## config.mk

```make
export PLATFORM = sky130hd
export DESIGN_NAME = bpf_tone_detector
export DESIGN_NICKNAME = d
export VERILOG_FILES = /design/src/rtl/bpf_tone_detector.sv
export SDC_FILE = /design/constraint.sdc
export NUM_CORES = 1
export LEC_CHECK = 0
export CAP_MARGIN = 20
export CORE_UTILIZATION = 42
export CTS_BUF_LIST = sky130_fd_sc_hd__clkbuf_8
export CTS_CLUSTER_SIZE = 40
export DETAILED_ROUTE_END_ITERATION = 12
export MAX_ROUTING_LAYER = met4
export PLACE_DENSITY = 0.71
export SYNTH_ARGS = -nofsm -noshare
export SYNTH_HDL_FRONTEND = slang
export SYNTH_SLANG_ARGS = --single-unit
```

## constraint.sdc

```tcl
create_clock -name clk -period 4.93 [get_ports clk]
set_clock_uncertainty 0.2 [all_clocks]
set_input_delay 0.7395 -clock clk [delete_from_list [all_inputs] [get_ports clk]]
set_output_delay 0.7395 -clock clk [all_outputs]
set_load 0.02 [all_outputs]
```

## src/rtl/bpf_tone_detector.sv

```systemverilog
`default_nettype none
// ============================================================================
// Module   : bpf_tone_detector
// Purpose  : Post-FIR tone detector. Saturates the band-pass FIR output to a
//            signed OUT_WIDTH sample, sums sample magnitudes over windows of
//            2^WIN_LOG2 accepted samples, and drives a hysteresis FSM that
//            raises a debounced tone-present flag.
// Ports    : clk, rst (async, active-high)
//            in_valid, y_in        : FIR sample input
//            clear                 : sync clear of window/accumulator/FSM
//            th_on, th_off         : energy thresholds (enter / leave detect)
//            sat_out, sat_valid,
//            sat_flag              : saturated sample stream
//            energy, energy_valid  : per-window magnitude sum
//            detect, det_rise,
//            det_fall              : debounced detect level and edge pulses
// Revision : 1.0 - initial release
// ============================================================================
module bpf_tone_detector #(
    parameter int IN_WIDTH  = 39,
    parameter int OUT_WIDTH = 16,
    parameter int WIN_LOG2  = 8,
    parameter int CONFIRM   = 2
) (
    input  logic                            clk,
    input  logic                            rst,
    input  logic                            in_valid,
    input  logic [IN_WIDTH-1:0]             y_in,
    input  logic                            clear,
    input  logic [OUT_WIDTH-2+WIN_LOG2:0]   th_on,
    input  logic [OUT_WIDTH-2+WIN_LOG2:0]   th_off,
    output logic [OUT_WIDTH-1:0]            sat_out,
    output logic                            sat_valid,
    output logic                            sat_flag,
    output logic [OUT_WIDTH-2+WIN_LOG2:0]   energy,
    output logic                            energy_valid,
    output logic                            detect,
    output logic                            det_rise,
    output logic                            det_fall
);

    localparam int c_acc_w = OUT_WIDTH - 1 + WIN_LOG2;

    // Symmetric clip limits: -2^(OUT_WIDTH-1) is clipped too so |x| fits in
    // OUT_WIDTH-1 bits.
    localparam logic signed [IN_WIDTH-1:0] c_sat_max =
        {{(IN_WIDTH-OUT_WIDTH+1){1'b0}}, {(OUT_WIDTH-1){1'b1}}};
    localparam logic signed [IN_WIDTH-1:0] c_sat_min = -c_sat_max;

    localparam logic [OUT_WIDTH-2:0] c_mag_one = {{(OUT_WIDTH-2){1'b0}}, 1'b1};
    localparam logic [WIN_LOG2-1:0]  c_win_one = {{(WIN_LOG2-1){1'b0}}, 1'b1};
    localparam logic [3:0]           c_cnt_one = 4'd1;
    localparam logic [3:0]           c_confirm = 4'(CONFIRM);

    typedef enum logic [1:0] {
        S_IDLE      = 2'd0,
        S_ARMING    = 2'd1,
        S_ACTIVE    = 2'd2,
        S_RELEASING = 2'd3
    } state_t;

    // ------------------------------------------------------------------
    // Registers
    // ------------------------------------------------------------------
    logic [OUT_WIDTH-1:0] r_sat_q,       w_sat_d;
    logic                 r_sat_flag_q,  w_sat_flag_d;
    logic                 r_sat_valid_q;
    logic [c_acc_w-1:0]   r_acc_q,       w_acc_d;
    logic [WIN_LOG2-1:0]  r_win_q,       w_win_d;
    logic [c_acc_w-1:0]   r_energy_q,    w_energy_d;
    logic                 r_energy_valid_q, w_energy_valid_d;
    state_t               r_state_q,     w_state_d;
    logic [3:0]           r_cnt_q,       w_cnt_d;
    logic                 r_detect_q,    w_detect_d;
    logic                 r_rise_q,      w_rise_d;
    logic                 r_fall_q,      w_fall_d;

    logic [OUT_WIDTH-2:0] w_mag;
    logic [c_acc_w-1:0]   w_mag_ext;
    logic                 w_hi;
    logic                 w_lo;

    // ------------------------------------------------------------------
    // Stage 1: saturation (independent of clear)
    // ------------------------------------------------------------------
    always_comb begin
        w_sat_d      = r_sat_q;
        w_sat_flag_d = r_sat_flag_q;
        if (in_valid) begin
            if ($signed(y_in) > c_sat_max) begin
                w_sat_d      = c_sat_max[OUT_WIDTH-1:0];
                w_sat_flag_d = 1'b1;
            end else if ($signed(y_in) < c_sat_min) begin
                w_sat_d      = c_sat_min[OUT_WIDTH-1:0];
                w_sat_flag_d = 1'b1;
            end else begin
                w_sat_d      = y_in[OUT_WIDTH-1:0];
                w_sat_flag_d = 1'b0;
            end
        end
    end

    // ------------------------------------------------------------------
    // Stage 2: magnitude accumulation over the window
    // ------------------------------------------------------------------
    // The most negative code never reaches here, so two's-complement negate
    // on the low bits yields the exact magnitude.
    assign w_mag     = r_sat_q[OUT_WIDTH-1] ? (~r_sat_q[OUT_WIDTH-2:0] + c_mag_one)
                                            : r_sat_q[OUT_WIDTH-2:0];
    assign w_mag_ext = {{WIN_LOG2{1'b0}}, w_mag};

    always_comb begin
        w_acc_d          = r_acc_q;
        w_win_d          = r_win_q;
        w_energy_d       = r_energy_q;
        w_energy_valid_d = 1'b0;
        if (clear) begin
            // Clear wins: a coinciding sample is dropped from the window.
            w_acc_d = '0;
            w_win_d = '0;
        end else if (r_sat_valid_q) begin
            w_win_d = r_win_q + c_win_one;
            if (&r_win_q) begin
                w_energy_d       = r_acc_q + w_mag_ext;
                w_energy_valid_d = 1'b1;
                w_acc_d          = '0;
            end else begin
                w_acc_d = r_acc_q + w_mag_ext;
            end
        end
    end

    // ------------------------------------------------------------------
    // Hysteresis FSM, evaluated once per completed window
    // ------------------------------------------------------------------
    assign w_hi = (r_energy_q >= th_on);
    assign w_lo = (r_energy_q <  th_off);

    always_comb begin
        w_state_d  = r_state_q;
        w_cnt_d    = r_cnt_q;
        w_detect_d = r_detect_q;
        w_rise_d   = 1'b0;
        w_fall_d   = 1'b0;
        if (clear) begin
            // Forced drop to idle; deliberately no det_fall pulse.
            w_state_d  = S_IDLE;
            w_cnt_d    = '0;
            w_detect_d = 1'b0;
        end else if (r_energy_valid_q) begin
            case (r_state_q)
                S_IDLE: begin
                    if (w_hi) begin
                        if (c_confirm == c_cnt_one) begin
                            w_state_d  = S_ACTIVE;
                            w_detect_d = 1'b1;
                            w_rise_d   = 1'b1;
                            w_cnt_d    = '0;
                        end else begin
                            w_state_d  = S_ARMING;
                            w_cnt_d    = c_cnt_one;
                        end
                    end
                end
                S_ARMING: begin
                    if (w_hi) begin
                        if ((r_cnt_q + c_cnt_one) >= c_confirm) begin
                            w_state_d  = S_ACTIVE;
                            w_detect_d = 1'b1;
                            w_rise_d   = 1'b1;
                            w_cnt_d    = '0;
                        end else begin
                            w_cnt_d    = r_cnt_q + c_cnt_one;
                        end
                    end else begin
                        w_state_d = S_IDLE;
                        w_cnt_d   = '0;
                    end
                end
                S_ACTIVE: begin
                    if (w_lo) begin
                        if (c_confirm == c_cnt_one) begin
                            w_state_d  = S_IDLE;
                            w_detect_d = 1'b0;
                            w_fall_d   = 1'b1;
                            w_cnt_d    = '0;
                        end else begin
                            w_state_d  = S_RELEASING;
                            w_cnt_d    = c_cnt_one;
                        end
                    end
                end
                S_RELEASING: begin
                    if (w_lo) begin
                        if ((r_cnt_q + c_cnt_one) >= c_confirm) begin
                            w_state_d  = S_IDLE;
                            w_detect_d = 1'b0;
                            w_fall_d   = 1'b1;
                            w_cnt_d    = '0;
                        end else begin
                            w_cnt_d    = r_cnt_q + c_cnt_one;
                        end
                    end else begin
                        w_state_d = S_ACTIVE;
                        w_cnt_d   = '0;
                    end
                end
                default: begin
                    w_state_d  = S_IDLE;
                    w_cnt_d    = '0;
                    w_detect_d = 1'b0;
                end
            endcase
        end
    end

    // ------------------------------------------------------------------
    // State registers
    // ------------------------------------------------------------------
    always_ff @(posedge clk or posedge rst) begin
        if (rst) begin
            r_sat_q          <= '0;
            r_sat_flag_q     <= 1'b0;
            r_sat_valid_q    <= 1'b0;
            r_acc_q          <= '0;
            r_win_q          <= '0;
            r_energy_q       <= '0;
            r_energy_valid_q <= 1'b0;
            r_state_q        <= S_IDLE;
            r_cnt_q          <= '0;
            r_detect_q       <= 1'b0;
            r_rise_q         <= 1'b0;
            r_fall_q         <= 1'b0;
        end else begin
            r_sat_q          <= w_sat_d;
            r_sat_flag_q     <= w_sat_flag_d;
            r_sat_valid_q    <= in_valid;
            r_acc_q          <= w_acc_d;
            r_win_q          <= w_win_d;
            r_energy_q       <= w_energy_d;
            r_energy_valid_q <= w_energy_valid_d;
            r_state_q        <= w_state_d;
            r_cnt_q          <= w_cnt_d;
            r_detect_q       <= w_detect_d;
            r_rise_q         <= w_rise_d;
            r_fall_q         <= w_fall_d;
        end
    end

    assign sat_out      = r_sat_q;
    assign sat_valid    = r_sat_valid_q;
    assign sat_flag     = r_sat_flag_q;
    assign energy       = r_energy_q;
    assign energy_valid = r_energy_valid_q;
    assign detect       = r_detect_q;
    assign det_rise     = r_rise_q;
    assign det_fall     = r_fall_q;

endmodule
`default_nettype wire

```

==> results of run 1 <==
[metal layers]
metal	track usage [%]	vias up	share of wire (%)	routed length, um
met5	-	-	0	0
met4	7.212	0	2.1	291
met3	3.731	18	6.0	833
met2	32.50	197	45	6222
met1	27.99	2288	47	6544
li1	-	2518	-	-
[cell usage after synthesis, types with 11 or more instances]
cell type and count:
a21oi_1 47, a22o_1 11, clkbuf_1 13, dfrtp_1 82, ha_1 67, inv_1 62
nand2_1 69, nand3_1 16, nand4_1 16, nor2_1 34, o21ai_0 45, or3_1 12
xnor2_1 25, xor2_1 14
[worst register-to-register path, cell delays in order (launching register included)]
cell     delay (ns)
dfrtp_1        0.45
or4_1          0.57
or3_1          0.37
o31ai_1        0.26
xnor2_1        0.13
ha_1           0.35
nand2_1        0.06
o21ai_0        0.31
a211o_1        0.19
a31o_2         0.17
nand3_1        0.15
or3_1          0.36
o21ai_0        0.08
[stage by stage]
step	std cells	util (%)	area (um^2)	setup WS (ns)	hold WS [ns]
after CTS	942	57.15	7330	1.230	0.3192
after floorplan	634	-	5622	1.406	0.2563
final	942	57.15	7330	1.208	0.3130
after detailed placement	926	55.57	7127	1.236	0.2909
after global placement	926	55.57	7127	1.365	0.2812
after global routing	942	57.15	7330	0.9301	0.3326
[where the power goes]
| part | leakage (nW) | total (mW) | switching, mW | internal, mW |
|---|---|---|---|---|
| Combinational | 2.26 | 0.861 | 0.466 | 0.395 |
| Sequential | 1.04 | 0.802 | 0.0671 | 0.735 |
| Clock | 0.0921 | 0.487 | 0.250 | 0.237 |
| Total | 3.40 | 2.15 | 0.783 | 1.37 |
[cell families (layout without fill, tap and decap cells)]
| group | Yosys count | after routing | share of synthesized area, % |
|---|---|---|---|
| xor+xnor | 39 | 39 | 6.076 |
| simple gates | 192 | 192 | 16.36 |
| fa+ha+maj | 68 | 68 | 15.27 |
| buf+inv | 79 | 215 | 5.364 |
| flops | 82 | 82 | 36.50 |
| compound gates | 164 | 164 | 18.45 |
| mux | 10 | 10 | 1.981 |
[placed cells by master (no fill, tap or decap), drive strengths merged, types with 4 or more instances in the layout]
cell,Yosys,final
a211o,5,5
a21o,9,9
a21oi,49,49
a22o,11,11
a31oi,6,6
a41oi,5,5
and2,4,4
and3,4,4
clkbuf,13,9
clkdlybuf4s50,0,133
dfrtp,82,82
ha,67,67
inv,63,63
mux2,9,9
nand2,69,69
nand2b,4,4
nand3,16,16
nand4,16,16
nor2,34,34
nor2b,5,5
nor3,8,8
nor4,10,10
o211ai,5,5
o21a,5,5
o21ai,49,49
o31ai,4,4
or2,5,5
or3,12,12
xnor2,25,25
xor2,14,14
[worst paths after layout]
kind | from | to | slack [ns] | depth (start not counted)
min in group asynchronous | rst | sat_valid | 0.58 | 2
worst min-delay path | sat_flag | sat_flag | 0.31 | 1
worst min register to register | sat_flag | sat_flag | 0.31 | 1
max in group asynchronous | rst | energy[0] | 2.98 | 3
worst max-delay path | sat_out[4] | r_acc_q[22] | 1.21 | 12
worst max register to register | sat_out[4] | r_acc_q[22] | 1.21 | 12
[layout make-up]
type,count,share of cell area (%)
Clock buffer,9,1.690
Timing Repair Buffer,136,18.47
Tap cell,172,2.936
Sequential cell,82,28.00
Multi-Input combinational cell,473,44.59
Clock inverter,7,1.075
Inverter,63,3.243
[state kept, by name, indices dropped and copies added, names as in the netlist, 2 cells and up]
register	flops
r_state_q	2
sat_out	16
r_win_q	8
r_acc_q	23
energy	23
r_cnt_q	4
==> impl_metrics.py, run 1 <==
metrics = {
    "cells_and_area": {
        "area_growth_pct": 30.38,
        "diodes": 0,
        "multiInputGateArea_um2": 3268,
        "regArea_um2": 2052,
        "fillCellCount": 1135,
        "nets": 922,
        "drive_gt1_share_pct": 4.675,
    },
    "sta": {
        "hold_viol_final": 0,
        "min_period_ns": 3.722,
        "tns_ns": 0,
        "tightest_slew_ns": 0.9830,
        "fmax_mhz": 268.7,
        "timing.final.crit_share_pct": 75.49,
        "setup_violations": 0,
        "relSlewSlack_pct": 33.77,
        "finalMaxSlewViolations": 0,
        "rsz0062_at_grt": "no",
    },
    "clock_network": {
        "post_cts_buffers": 0,
        "cts_root_buf": "clkbuf_8",
        "clk_latency_ns": 0.36,
        "htreeDepth": 3,
        "cts_inserted_buffers": 9,
        "cts_num_sinks": 82,
        "cts.path.max_buffers": 2,
        "cts-hold-fix-buffers": 0,
        "cts_tree": "yes",
        "clkSlewWorstSetupHoldPaths_ns": 0.08,
        "ctsResizeCount": 0,
    },
    "yosys": {
        "syn_avg_cell_area_um2": 8.867,
        "synth_cells": 634,
        "synth_ff_type": "dfrtp_1",
        "synth_seq_cells": 82,
        "ys_seq_area_share_pct": 36.50,
        "synth_top_cell_area_share_pct": 36.50,
        "synthArstFlopShare_pct": 100.0,
        "synth_top_area_cell": "dfrtp_1",
        "synth.distinct_cells": 58,
        "synth_nets": 791,
        "yosysWarnings": 0,
        "synth_area_um2": 5622,
        "synth-edff-count": 0,
        "synth_top_cells_by_area": "dfrtp_1 37%, ha_1 15%, nand2_1 4.6%, a21oi_1 4.2%, inv_1 4.1%",
    },
    "critical_path": {
        "crit_type": "register to register",
        "endpoint_kind": "register",
        "crit_chain": "or4_1, or3_1, o31ai_1, xnor2_1, ha_1, nand2_1, o21ai_0, a211o_1, a31o_2, nand3_1, or3_1, o21ai_0",
        "arrival_ns": 3.80,
        "critPathMaxFanout": 7,
        "crit_buf_inv": 0,
        "worst_ep_required_time_ns": 5.01,
        "crit_slowest_cell": "or4_1",
        "cp_top_family": "simple AND/OR/NAND/NOR gates",
        "cp-start-kind": "register",
        "max_stage_delay_ns": 0.57,
    },
    "routing": {
        "via_per_inst": 5.330,
        "vias": 5021,
        "antenna_left": 0,
        "drtPass1Iterations": 5,
        "wl_um": 13890,
        "avgRoutedWirePerCell_um": 14.75,
        "drc": 0,
        "drtIter0Drc": 305,
    },
    "grt": {
        "antenna_found_initial": 0,
        "grt_overflow": 0,
        "grt_pass1_wl_um": 23200,
        "grt_max_degree": 44,
        "grt_pass1_vias": 4877,
        "grtUsageTotal_pct": 21.12,
    },
    "die": {
        "dieHeight_um": 117.7,
        "io_pins": 134,
        "design.die.area_um2": 13850,
        "fp.dieW_um": 117.7,
        "core.rowCount": 41,
        "coreArea_um2": 12820,
        "start_util_pct": 43.83,
    },
    "place": {
        "hpwl_um": 11040,
        "place.gp.congestion": 0.9362,
        "port_buffers": 133,
    },
    "pwr": {
        "p_leak_nw": 3.398,
        "total_power_mw": 2.150,
        "vdd.ir_drop.worst_mv": 0.1465,
        "p_per_area_nw_per_um2": 293.4,
    },
    "status": {
        "outcome": "completed",
    },
    "run": {
        "cap_violations": 0,
    },
    "hold_path": {
        "hold_class": "register to register",
    },
}
Power figures use the tool's default switching activity.
==> run 2, diff against run 1 <==
--- a/config.mk
+++ b/config.mk
@@ -11,7 +11,7 @@
 export CTS_CLUSTER_SIZE = 40
 export DETAILED_ROUTE_END_ITERATION = 12
 export MAX_ROUTING_LAYER = met4
-export PLACE_DENSITY = 0.71
+export PLACE_DENSITY = 0.74
 export SYNTH_ARGS = -nofsm -noshare
 export SYNTH_HDL_FRONTEND = slang
 export SYNTH_SLANG_ARGS = --single-unit
==> constraint.sdc (replaced) <==
create_clock -name clk -period 3.1 [get_ports clk]
set_clock_uncertainty 0.2 [all_clocks]
set_input_delay 0.465 -clock clk [delete_from_list [all_inputs] [get_ports clk]]
set_output_delay 0.465 -clock clk [all_outputs]
set_load 0.02 [all_outputs]
==> run 2 against run 1 <==
The flow now finishes with violations (setup timing). Via count rose by 9.1%. Utilization grew 7.2 points. Non-clock buffer count is 65 higher. Largest power group unchanged.
==> impl_metrics.py, run 2 (same netlist as run 1, synthesis figures left out) <==
metrics = {
    "status": {
        "outcome": "complete, but fails checks",
        "violations": "setup timing",
    },
    "routing": {
        "wl_um": 15900,
        "drtPass1Iterations": 5,
        "avgRoutedWirePerCell_um": 15.80,
        "via_per_inst": 5.447,
        "vias": 5480,
        "drc": 0,
        "antenna_left": 0,
        "drtIter0Drc": 260,
    },
    "cells_and_area": {
        "fin_area_um2": 8258,
        "diodes": 0,
        "nets": 987,
        "area_growth_pct": 46.90,
        "fillCellCount": 998,
        "stdcell_count": 1006,
        "layout_common_cells": "133 x clkdlybuf4s50_1, 80 x dfrtp_1, 65 x ha_1",
        "final_common_cell": "clkdlybuf4s50_1",
        "drive_gt1_share_pct": 17.75,
    },
    "sta": {
        "relSlewSlack_pct": 33.20,
        "timing.final.crit_share_pct": 111.8,
        "setup_ws_ns": -0.3673,
        "min_period_ns": 3.467,
        "finalMaxSlewViolations": 0,
        "rsz0062_at_grt": "yes",
        "hold_viol_final": 0,
        "fmax_mhz": 288.4,
        "tightest_slew_ns": 0.9915,
        "setup_violations": 23,
        "timing.hold.ws_ns": 0.1811,
    },
    "place": {
        "dp_cells": 979,
        "place.gp.congestion": 0.8936,
        "postPlaceCellArea_um2": 7592,
        "hpwl_um": 11900,
        "port_buffers": 133,
        "dp_slack_ns": -0.3494,
    },
    "clock_network": {
        "clk_latency_ns": 0.37,
        "cts_num_sinks": 82,
        "cts.path.max_buffers": 2,
        "cts_inserted_buffers": 9,
        "cts_root_buf": "clkbuf_8",
        "cts_tree": "yes",
        "clkSlewWorstSetupHoldPaths_ns": 0.08,
        "htreeDepth": 3,
        "cts-hold-fix-buffers": 0,
    },
    "grt": {
        "grt_pass1_vias": 5578,
        "grt_max_degree": 36,
        "grtUsageTotal_pct": 23.18,
        "grt_pass1_wl_um": 25680,
        "antenna_found_initial": 0,
        "grt_overflow": 0,
    },
    "critical_path": {
        "endpoint_kind": "register",
        "cpMostUsedCell": "a21o_1",
        "crit_chain": "or4_4, or3_4, o21ai_2, nand2_1, xor2_1, ha_1, a21o_1, a21o_1, a21o_1, buf_4, o21ai_4, xor2_1, o21ai_0",
        "arrival_ns": 3.51,
        "max_stage_delay_ns": 0.55,
        "reg2reg_slack_ns": -0.37,
        "critPathMaxFanout": 5,
        "cp-start-kind": "register",
        "crit_slowest_cell": "or4_4",
        "crit_type": "register to register",
        "worst_ep_required_time_ns": 3.14,
    },
    "run": {
        "cap_violations": 0,
    },
    "pwr": {
        "vdd.ir_drop.worst_mv": 0.2843,
        "total_power_mw": 4.329,
        "p_leak_nw": 3.839,
        "p_per_area_nw_per_um2": 524.3,
    },
    "die": {
        "fp.dieW_um": 117.7,
        "dieHeight_um": 117.7,
        "io_pins": 134,
        "core.rowCount": 41,
        "start_util_pct": 43.83,
        "design.die.area_um2": 13850,
        "coreArea_um2": 12820,
    },
    "hold_path": {
        "hold_class": "primary input to asynchronous set/reset pin",
    },
}
run 2: critical path, delay by kind of cell (launching register included):
family                     cells  cell delay [ns]
xor gates and xnor gates       2             0.31
DFF                            1             0.41
AOI/OAI and AO/OA              6             0.97
buffers and inverters          1             0.16
adders and majority gates      1             0.31
and+or+nand+nor                3             0.98
run 2: final timing paths:
path                                 start           to  depth (start not counted)
worst max-delay path            sat_out[5]   energy[21]                         13
worst min-delay path                   rst     sat_flag                          2
worst max register to register  sat_out[5]   energy[21]                         13
worst min register to register    sat_flag     sat_flag                          1
max in group asynchronous              rst  r_acc_q[17]                          3
min in group clk                  sat_flag     sat_flag                          1
run 2: area by class of cell:
cell class | count | area [um^2] | area share [%]
timing repair buffer | 201 | 1864 | 22.58
sequential | 82 | 2054 | 24.88
tap | 172 | 215.2 | 2.606
inverter | 63 | 237.7 | 2.879
multi-input combinational | 473 | 3672 | 44.47
clock buffer | 9 | 123.9 | 1.500
clock inverter | 6 | 90.09 | 1.091
run 2: layer usage:
| layer | track usage [%] | share of wire [%] | vias to the layer above |
|---|---|---|---|
| met5 | - | 0 | - |
| met1 | 28.27 | 43 | 2556 |
| met2 | 37.94 | 47 | 226 |
| met3 | 3.101 | 6.4 | 53 |
| met4 | 11.06 | 3.6 | 0 |
| li1 | - | - | 2645 |
run 2: repair_timing:
action                                  in CTS  in global routing
endpoints found under the setup margin      28                 29
resized for setup                           26                 39
setup buffers                                7                  8
pin swaps                                    9                 17
run 2: where the power goes:
group          internal (mW)  total [mW]  switching, mW
sequential              1.17        1.28          0.108
combinational           1.12        2.20           1.08
clock                  0.452       0.853          0.402
run 2: stage by stage:
step	TNS (ns)	util [%]
final	-6.193	64.39
after floorplan	-4.551	-
after detailed placement	-7.331	59.20
after CTS	-4.975	62.31
after global placement	-4.484	59.20
after global routing	-9.577	64.39
==> run 3, diff against run 2 <==
--- a/config.mk
+++ b/config.mk
@@ -11,7 +11,7 @@
 export CTS_CLUSTER_SIZE = 40
 export DETAILED_ROUTE_END_ITERATION = 12
 export MAX_ROUTING_LAYER = met4
-export PLACE_DENSITY = 0.74
+export PLACE_DENSITY = 0.72
 export SYNTH_ARGS = -nofsm -noshare
 export SYNTH_HDL_FRONTEND = slang
 export SYNTH_SLANG_ARGS = --single-unit
==> run 3 against run 2 <==
The run still ends with setup timing left. Combinational power down 9.5%. Sequential power about the same. Global-route usage down 0.55 points. Critical path depth down 1. Largest power group unchanged. Highest routed layer unchanged.
==> impl_metrics.py, run 3 (same netlist as run 1, synthesis figures left out) <==
metrics = {
    "grt": {
        "grt_overflow": 0,
        "groute.layer.met1.usage_pct": 28.42,
        "grt_use_met3_pct": 3.682,
        "antenna_found_initial": 0,
        "grt_pass1_wl_um": 25100,
        "grt_max_degree": 83,
        "grt_use_met2_pct": 37.06,
        "grtUsageTotal_pct": 22.63,
        "busiest_layer": "met2",
        "grt_pass1_vias": 5523,
    },
    "die": {
        "coreArea_um2": 12820,
        "fp.dieW_um": 117.7,
        "design.die.area_um2": 13850,
        "io_pins": 134,
        "dieHeight_um": 117.7,
        "start_util_pct": 43.83,
        "core.rowCount": 41,
    },
    "critical_path": {
        "critPathMaxFanout": 3,
        "reg2reg_slack_ns": -0.30,
        "endpoint_kind": "register",
        "cp-start-kind": "register",
        "arrival_ns": 3.45,
        "crit_type": "register to register",
        "worst_ep_required_time_ns": 3.15,
    },
    "routing": {
        "drtIter0Drc": 250,
        "drc": 0,
        "via_per_inst": 5.436,
        "avgRoutedWirePerCell_um": 15.28,
        "wl_um": 15350,
        "drtPass1Iterations": 4,
        "antenna_left": 0,
        "vias": 5463,
    },
    "sta": {
        "finalMaxSlewViolations": 0,
        "min_period_ns": 3.403,
        "tightest_slew_ns": 0.4638,
        "setup_ws_ns": -0.3031,
        "rsz0062_at_grt": "yes",
        "hold_viol_final": 0,
        "relSlewSlack_pct": 69.00,
        "timing.final.crit_share_pct": 109.8,
        "setup_violations": 22,
        "fmax_mhz": 293.9,
    },
    "cells_and_area": {
        "final_common_cell": "clkdlybuf4s50_1",
        "area_growth_pct": 45.65,
        "nets": 985,
        "diodes": 0,
        "fin_util_pct": 63.84,
        "drive_gt1_share_pct": 18.25,
        "layout_common_cells": "133 x clkdlybuf4s50_1, 80 x dfrtp_1, 66 x nand2_1",
    },
    "clock_network": {
        "cts.path.max_buffers": 2,
        "clk_latency_ns": 0.37,
        "clkSlewWorstSetupHoldPaths_ns": 0.10,
        "cts_num_sinks": 82,
        "cts_tree": "yes",
        "htreeDepth": 3,
        "cts_inserted_buffers": 9,
        "cts-hold-fix-buffers": 0,
        "cts_root_buf": "clkbuf_8",
    },
    "place": {
        "place.gp.congestion": 0.9188,
        "port_buffers": 133,
        "hpwl_um": 11630,
        "dp_slack_ns": -0.3316,
    },
    "pwr": {
        "p_leak_nw": 3.806,
        "vdd.ir_drop.worst_mv": 0.2454,
        "p_per_area_nw_per_um2": 497.6,
    },
    "run": {
        "cap_violations": 0,
    },
    "hold_path": {
        "hold_class": "primary input to asynchronous set/reset pin",
    },
    "status": {
        "outcome": "complete, but fails checks",
        "violations": "setup timing",
    },
}
-- run 3: changes by cell type in the layout (fill, tap and decap cells not counted), moves of 3 or more --
cell	delta
xnor2_1	-3
ha_1	-3
o21ai_0	-3
buf_6	-3
xnor2_2	+5
-- run 3: area by class of cell --
type / count / area (um^2)
timing repair buffer: 199 / 1851
inverter: 63 / 237.7
fill: 1025 / 4637
multi-input combinational: 473 / 3630
sequential: 82 / 2054
clock buffer: 9 / 123.9
tap: 172 / 215.2
clock inverter: 7 / 76.32
-- run 3: routing by layer --
layer  routed length [um]  part of all wire [%]
met1                 6885                    45
met2                 7227                    47
met3                  887                   5.8
met4                  353                   2.3
met5                    0                     0
-- run 3: timing repair --
| item | CTS | global route |
|---|---|---|
| buffers inserted | 7 | 5 |
| gates resized for setup | 21 | 41 |
| setup endpoints to repair | 24 | 31 |
| pin swaps | 12 | 22 |
-- run 3: critical path, cell delays in order (launching register included) --
cell	delay, ns
dfrtp_2	0.41
or4_4	0.54
or3_4	0.37
nand2_1	0.11
xnor2_1	0.16
ha_1	0.30
a21oi_2	0.21
o21ai_2	0.10
buf_4	0.13
a41oi_2	0.19
o21ai_1	0.12
xor2_1	0.18
mux2_4	0.27
-- run 3: worst paths after layout --
kind                            start         end  cells past startpoint
max in group asynchronous         rst   energy[0]                      3
hold / removal                    rst  r_win_q[7]                      3
setup / recovery           sat_out[5]  energy[14]                     12
hold reg to reg              sat_flag    sat_flag                      1
setup reg to reg           sat_out[5]  energy[14]                     12
min in group clk             sat_flag    sat_flag                      1
-- run 3: per-stage QoR --
stage               std cells  hold slack, ns  setup TNS [ns]  power, mW  area, um^2
floorplan                 634          0.2563          -4.551      2.254        5689
global placement          977          0.2889          -4.588      2.872        7590
detailed placement        977          0.2836          -6.621      2.913        7590
CTS                      1000          0.3154          -4.546      3.823        7931
global route             1005          0.3433          -7.496      4.319        8188
finish                   1005          0.2997          -5.111      4.074        8188
-- run 3: power breakdown --
group	switching, mW	total [mW]	leakage [nW]	internal, mW
logic	0.947	1.99	2.67	1.05
registers	0.114	1.28	1.04	1.17
clock network	0.419	0.796	0.0962	0.377
